$ cat src/rtl/sine_burst_ctrl.sv
`default_nettype none
// ============================================================================
// Module      : sine_burst_ctrl
// Description : Sequences the Sine_dac enable through a programmable number
//               of ON/OFF bursts measured in clock cycles.
// Revision    : 1.0 - initial release
// ============================================================================
module sine_burst_ctrl #(
    parameter int CNT_WIDTH   = 16,
    parameter int BURST_WIDTH = 8
) (
    input  logic                   clk,
    input  logic                   rst,
    input  logic                   start,
    input  logic                   abort,
    input  logic [CNT_WIDTH-1:0]   on_cycles,
    input  logic [CNT_WIDTH-1:0]   off_cycles,
    input  logic [BURST_WIDTH-1:0] n_bursts,
    output logic                   dac_en,
    output logic                   busy,
    output logic                   done,
    output logic                   cfg_err,
    output logic [BURST_WIDTH-1:0] burst_idx
);

    typedef enum logic [1:0] {
        ST_IDLE = 2'd0,
        ST_ON   = 2'd1,
        ST_OFF  = 2'd2
    } state_t;

    localparam logic [CNT_WIDTH-1:0]   c_cnt_one   = CNT_WIDTH'(1);
    localparam logic [BURST_WIDTH-1:0] c_burst_one = BURST_WIDTH'(1);

    state_t                   r_state;
    logic [CNT_WIDTH-1:0]     r_cnt;
    logic [CNT_WIDTH-1:0]     r_on;
    logic [CNT_WIDTH-1:0]     r_off;
    logic [BURST_WIDTH-1:0]   r_n;
    logic                     r_dac_en;
    logic                     r_busy;
    logic                     r_done;
    logic                     r_cfg_err;
    logic [BURST_WIDTH-1:0]   r_burst_idx;

    state_t                   w_state_nxt;
    logic [CNT_WIDTH-1:0]     w_cnt_nxt;
    logic [CNT_WIDTH-1:0]     w_on_nxt;
    logic [CNT_WIDTH-1:0]     w_off_nxt;
    logic [BURST_WIDTH-1:0]   w_n_nxt;
    logic                     w_done_nxt;
    logic                     w_cfg_err_nxt;
    logic [BURST_WIDTH-1:0]   w_idx_nxt;
    logic [BURST_WIDTH-1:0]   w_idx_inc;

    assign w_idx_inc = r_burst_idx + c_burst_one;

    always_ff @(posedge clk or posedge rst) begin
        if (rst) begin
            r_state     <= ST_IDLE;
            r_cnt       <= '0;
            r_on        <= '0;
            r_off       <= '0;
            r_n         <= '0;
            r_dac_en    <= 1'b0;
            r_busy      <= 1'b0;
            r_done      <= 1'b0;
            r_cfg_err   <= 1'b0;
            r_burst_idx <= '0;
        end else begin
            r_state     <= w_state_nxt;
            r_cnt       <= w_cnt_nxt;
            r_on        <= w_on_nxt;
            r_off       <= w_off_nxt;
            r_n         <= w_n_nxt;
            // Outputs are registered from the next state so they align with it
            r_dac_en    <= (w_state_nxt == ST_ON);
            r_busy      <= (w_state_nxt != ST_IDLE);
            r_done      <= w_done_nxt;
            r_cfg_err   <= w_cfg_err_nxt;
            r_burst_idx <= w_idx_nxt;
        end
    end

    always_comb begin
        w_state_nxt   = r_state;
        w_cnt_nxt     = r_cnt;
        w_on_nxt      = r_on;
        w_off_nxt     = r_off;
        w_n_nxt       = r_n;
        w_done_nxt    = 1'b0;
        w_cfg_err_nxt = 1'b0;
        w_idx_nxt     = r_burst_idx;

        case (r_state)
            ST_IDLE: begin
                // Abort in the same cycle suppresses both acceptance and cfg_err
                if (start && !abort) begin
                    if (on_cycles != '0) begin
                        w_on_nxt    = on_cycles;
                        w_off_nxt   = off_cycles;
                        w_n_nxt     = n_bursts;
                        w_idx_nxt   = '0;
                        w_cnt_nxt   = on_cycles - c_cnt_one;
                        w_state_nxt = ST_ON;
                    end else begin
                        w_cfg_err_nxt = 1'b1;
                    end
                end
            end

            ST_ON: begin
                if (abort) begin
                    w_state_nxt = ST_IDLE;
                end else if (r_cnt == '0) begin
                    w_idx_nxt = w_idx_inc;
                    if ((r_n != '0) && (w_idx_inc == r_n)) begin
                        w_state_nxt = ST_IDLE;
                        w_done_nxt  = 1'b1;
                    end else if (r_off != '0) begin
                        w_cnt_nxt   = r_off - c_cnt_one;
                        w_state_nxt = ST_OFF;
                    end else begin
                        w_cnt_nxt   = r_on - c_cnt_one;
                    end
                end else begin
                    w_cnt_nxt = r_cnt - c_cnt_one;
                end
            end

            ST_OFF: begin
                if (abort) begin
                    w_state_nxt = ST_IDLE;
                end else if (r_cnt == '0) begin
                    w_cnt_nxt   = r_on - c_cnt_one;
                    w_state_nxt = ST_ON;
                end else begin
                    w_cnt_nxt = r_cnt - c_cnt_one;
                end
            end

            default: begin
                w_state_nxt = ST_IDLE;
            end
        endcase
    end

    assign dac_en    = r_dac_en;
    assign busy      = r_busy;
    assign done      = r_done;
    assign cfg_err   = r_cfg_err;
    assign burst_idx = r_burst_idx;

endmodule
`default_nettype wire

$ cat config.mk
export PLATFORM = sky130hd
export DESIGN_NAME = sine_burst_ctrl
export DESIGN_NICKNAME = d
export VERILOG_FILES = /design/src/rtl/sine_burst_ctrl.sv
export SDC_FILE = /design/constraint.sdc
export NUM_CORES = 1
export LEC_CHECK = 0
export ABC_AREA = 0
export BUFFER_PORTS_ARGS = -buffer_cell sky130_fd_sc_hd__buf_4
export CORE_AREA = 2 2 166 103
export DETAILED_ROUTE_END_ITERATION = 10
export DIE_AREA = 0 0 168 105
export GPL_ROUTABILITY_DRIVEN = 0
export PLACE_DENSITY = 0.57
export SLEW_MARGIN = 40
export SYNTH_ARGS = -nofsm -noshare
export SYNTH_HDL_FRONTEND = slang
export SYNTH_SLANG_ARGS = --single-unit
$ cat constraint.sdc
create_clock -name clk -period 4.7 [get_ports clk]
set_input_delay 0 -clock clk [delete_from_list [all_inputs] [get_ports clk]]
set_output_delay 0 -clock clk [all_outputs]
set_load 0.005 [all_outputs]
==> run_results.csv <==
group,metric,value,unit
synth,synth-compound-area-share,0.1888,
setup_path,cp-start-kind,"flip-flop",
synth,ys_types,59,
synth,synth-main-ff-cell,"dfrtp_1",
sta,relSlewSlack,0.4074,
sta,fin_crit,2.951,ns
final_layout,drive_gt1_frac,0.2126,
global_routing,grt_pass1_wl,23.00,mm
sta,fin_setup_tns,0,ns
global_routing,grt-ovfl-total,0,
floorplanning,core_area,15990,um2
worst_hold_path,min_from,"abort",
floorplanning,dieHeight,105,um
final_layout,num-nets-final,651,
global_routing,grt_pass1_vias,4297,
sta,whs,0.03606,ns
synth,synth_top_family_by_area,"simple AND/OR/NAND/NOR gates",
cts,clkSinkCount,70,
cts,cts_max_level,3,
synth,yosysTopAreaCell,"dfrtp_1",
cts,root_buffer,"clkbuf_16",
placed_design,hpwl,10.38,mm
sta,fmax,338.8,MHz
sta,hold_violations,0,
power,power,2487,uW
setup_path,cp-end-kind,"flip-flop",
drt,drt-pass1-iter-count,5,
drt,vias_per_cell,5.404,
synth,synth_simple_gate_area_frac,0.1914,
global_routing,grt_max_degree,71,
power,peakVddDrop,194.4,uV
synth,synth_area,4726,um2
cts,cts_resized,0,
setup_path,crit_fanout,20,
synth,synthXorXnorAreaFrac,0.08340,
synth,synth_edf_count,0,
final_layout,syn_to_final_growth,27.67,%
cts,clk_pin_slew,0.06,ns
final_layout,multi_input_area,2774,um2
sta,finalSetupViolations,0,
job,max_cap_viol_count,0,
drt,drt-wirelength-per-cell,17.73,um
setup_path,path_class,"reg -> reg",
drt,first_iter_violations,321,
drt,ant_nets,0,
synth,synthCells,518,
synth,synthMuxAreaShare,0.09531,
outcome,outcome,"finished, final reports clean",
synth,synth-seq-cells,70,
final_layout,final_cell_mix,"dfrtp_1 (70), buf_4 (57), o21ai_0 (45)",
cts,cts_tree,"yes",
sta,post-route-period-util,0.6280,
cts,numCtsBuffers,9,
floorplanning,dieWidth,168,um
setup_path,cp.arrival,3.15,ns
final_layout,final_common_cell,"dfrtp_1",
floorplanning,std_cell_rows,36,
global_routing,antenna_found_initial,0,
cts,cts_setup_buffers,0,
synth,synth_top_area_frac,0.3707,
cts,clk_path_buf_depth,2,
cts,insertion_delay,0.34,ns
setup_path,startpoint,"r_cnt[0]",
synth,synth-async-reset-ratio,1.000,
power,power_leakage,0.002360,uW
sta,rsz0062_at_grt,"false",
final_layout,fillers,1623,
synth,synth.area.top_cells,"dfrtp_1 (37%), mux2_2 (9.5%), xnor2_1 (5.0%), o21ai_0 (4.8%), xor2_1 (3.3%)",
setup_path,critPathRequiredTime,4.90,ns
sta,maxSlewViolCount,0,
placed_design,portBuffers,55,
power,power_density,412.2,nW/um2
synth,synth_area_per_cell,9.123,um2
sta,skew,0.008893,ns
final_layout,antennaDiodeCount,0,
floorplanning,ios,56,
floorplanning,initial_core_util,0.2955,
synth,ys.warnings.count,0,
floorplanning,die_area,17640,um2
drt,drc_errors,0,
final_layout,regArea,1752,um2
synth,synthAdderAreaFrac,0.02648,
worst_hold_path,hold_class,"in -> reg",
sta,worst_pin_slew,0.8765,ns
setup_path,worstReg2RegStart,"r_cnt[0]",
global_routing,grt.total_usage,0.1652,
drt,num_vias,4383,
drt,routed_wl,14.38,mm
synth,syn_nets,572,
synth,ys_seq_area_frac,0.3707,
## state kept, by name, summed over array words and instances, names as in the netlist
register / flops
r_off: 16
done: 1
cfg_err: 1
r_state: 2
r_on: 16
dac_en: 1
r_n: 8
burst_idx: 8
r_cnt: 16
busy: 1
## report_power, final
group | total (uW) | switching [uW] | internal [uW]
combinational | 792 | 424 | 368
clock | 752 | 273 | 479
sequential | 943 | 192 | 751
## timing repair
item / 4_1_cts / 5_1_grt
hold endpoints to repair: 111 / 0
hold buffers: 41 / 0
endpoints found under the setup margin: 0 / 0
## worst max-delay path, cell delays in order (launching register included)
cell and delay (ns):
dfrtp_1 0.41, inv_1 0.09, ha_1 0.23, nor3b_1 0.46, nand3_1 0.36, nor2_1 0.24
buf_4 0.27, o21ai_0 0.14, or3_1 0.33, o211ai_1 0.15, o21ai_0 0.14
## cell type report
cell class | count | area share
tap | 209 | 0.04334
timing repair buffer | 99 | 0.1408
inverter | 19 | 0.01182
multi-input combinational | 398 | 0.4598
clock inverter | 5 | 0.01369
sequential | 70 | 0.2903
clock buffer | 11 | 0.04023
## metrics by stage
step | setup WS [ns] | instances | utilization | cell area, um2
after floorplan | 2.033 | 518 | - | 4726
after global placement | 1.853 | 754 | 0.3307 | 5288
after detailed placement | 1.846 | 754 | 0.3313 | 5298
after CTS | 1.829 | 811 | 0.3773 | 6033
after global routing | 1.582 | 811 | 0.3773 | 6033
final | 1.749 | 811 | 0.3773 | 6033
## path summary, 6_finish.rpt
| kind | to | slack (ns) | cells after the start |
|---|---|---|---|
| setup / recovery | busy | 1.75 | 10 |
| min in group asynchronous | burst_idx[4] | 0.38 | 4 |
| hold / removal | done | 0.04 | 3 |
| setup reg to reg | busy | 1.75 | 10 |
| hold reg to reg | r_cnt[12] | 0.51 | 1 |
| max in group asynchronous | r_state[1] | 3.82 | 4 |
## layer usage
metal  global-route usage  share of wire
met1               0.2481           0.51
met2               0.2290           0.40
met3              0.04167          0.084
met4              0.04907          0.013
met5                    0              0
## synthesized netlist by cell type, types with 3 or more instances
cell type / n
nand2_1: 31
nand3b_1: 3
nand2b_1: 5
nand4_1: 3
or4_1: 6
nor2b_1: 3
nor4_1: 16
buf_2: 4
a21oi_1: 18
a21o_1: 3
nor4b_1: 3
ha_1: 10
nor3_1: 16
xor2_1: 18
a41oi_1: 3
o32a_1: 3
xnor2_1: 27
clkbuf_1: 25
o31ai_1: 11
a22o_1: 6
a211oi_1: 5
o21ai_0: 45
nor2_1: 32
nand3_1: 12
mux2_2: 40
o22ai_1: 7
or3_1: 17
a31oi_1: 7
inv_1: 19
o21bai_1: 3
or2_2: 4
o211ai_1: 5
dfrtp_1: 70
## cells by family (layout without fill, tap and decap cells)
group | count (synthesis) | count (layout)
and+or+nand+nor | 167 | 167
AOI/OAI and AO/OA | 136 | 136
DFF | 70 | 70
buffers and inverters | 50 | 134
xor gates and xnor gates | 45 | 45
muxes | 40 | 40
adders and majority gates | 10 | 10
No activity file was read; power rests on OpenSTA's default activity.
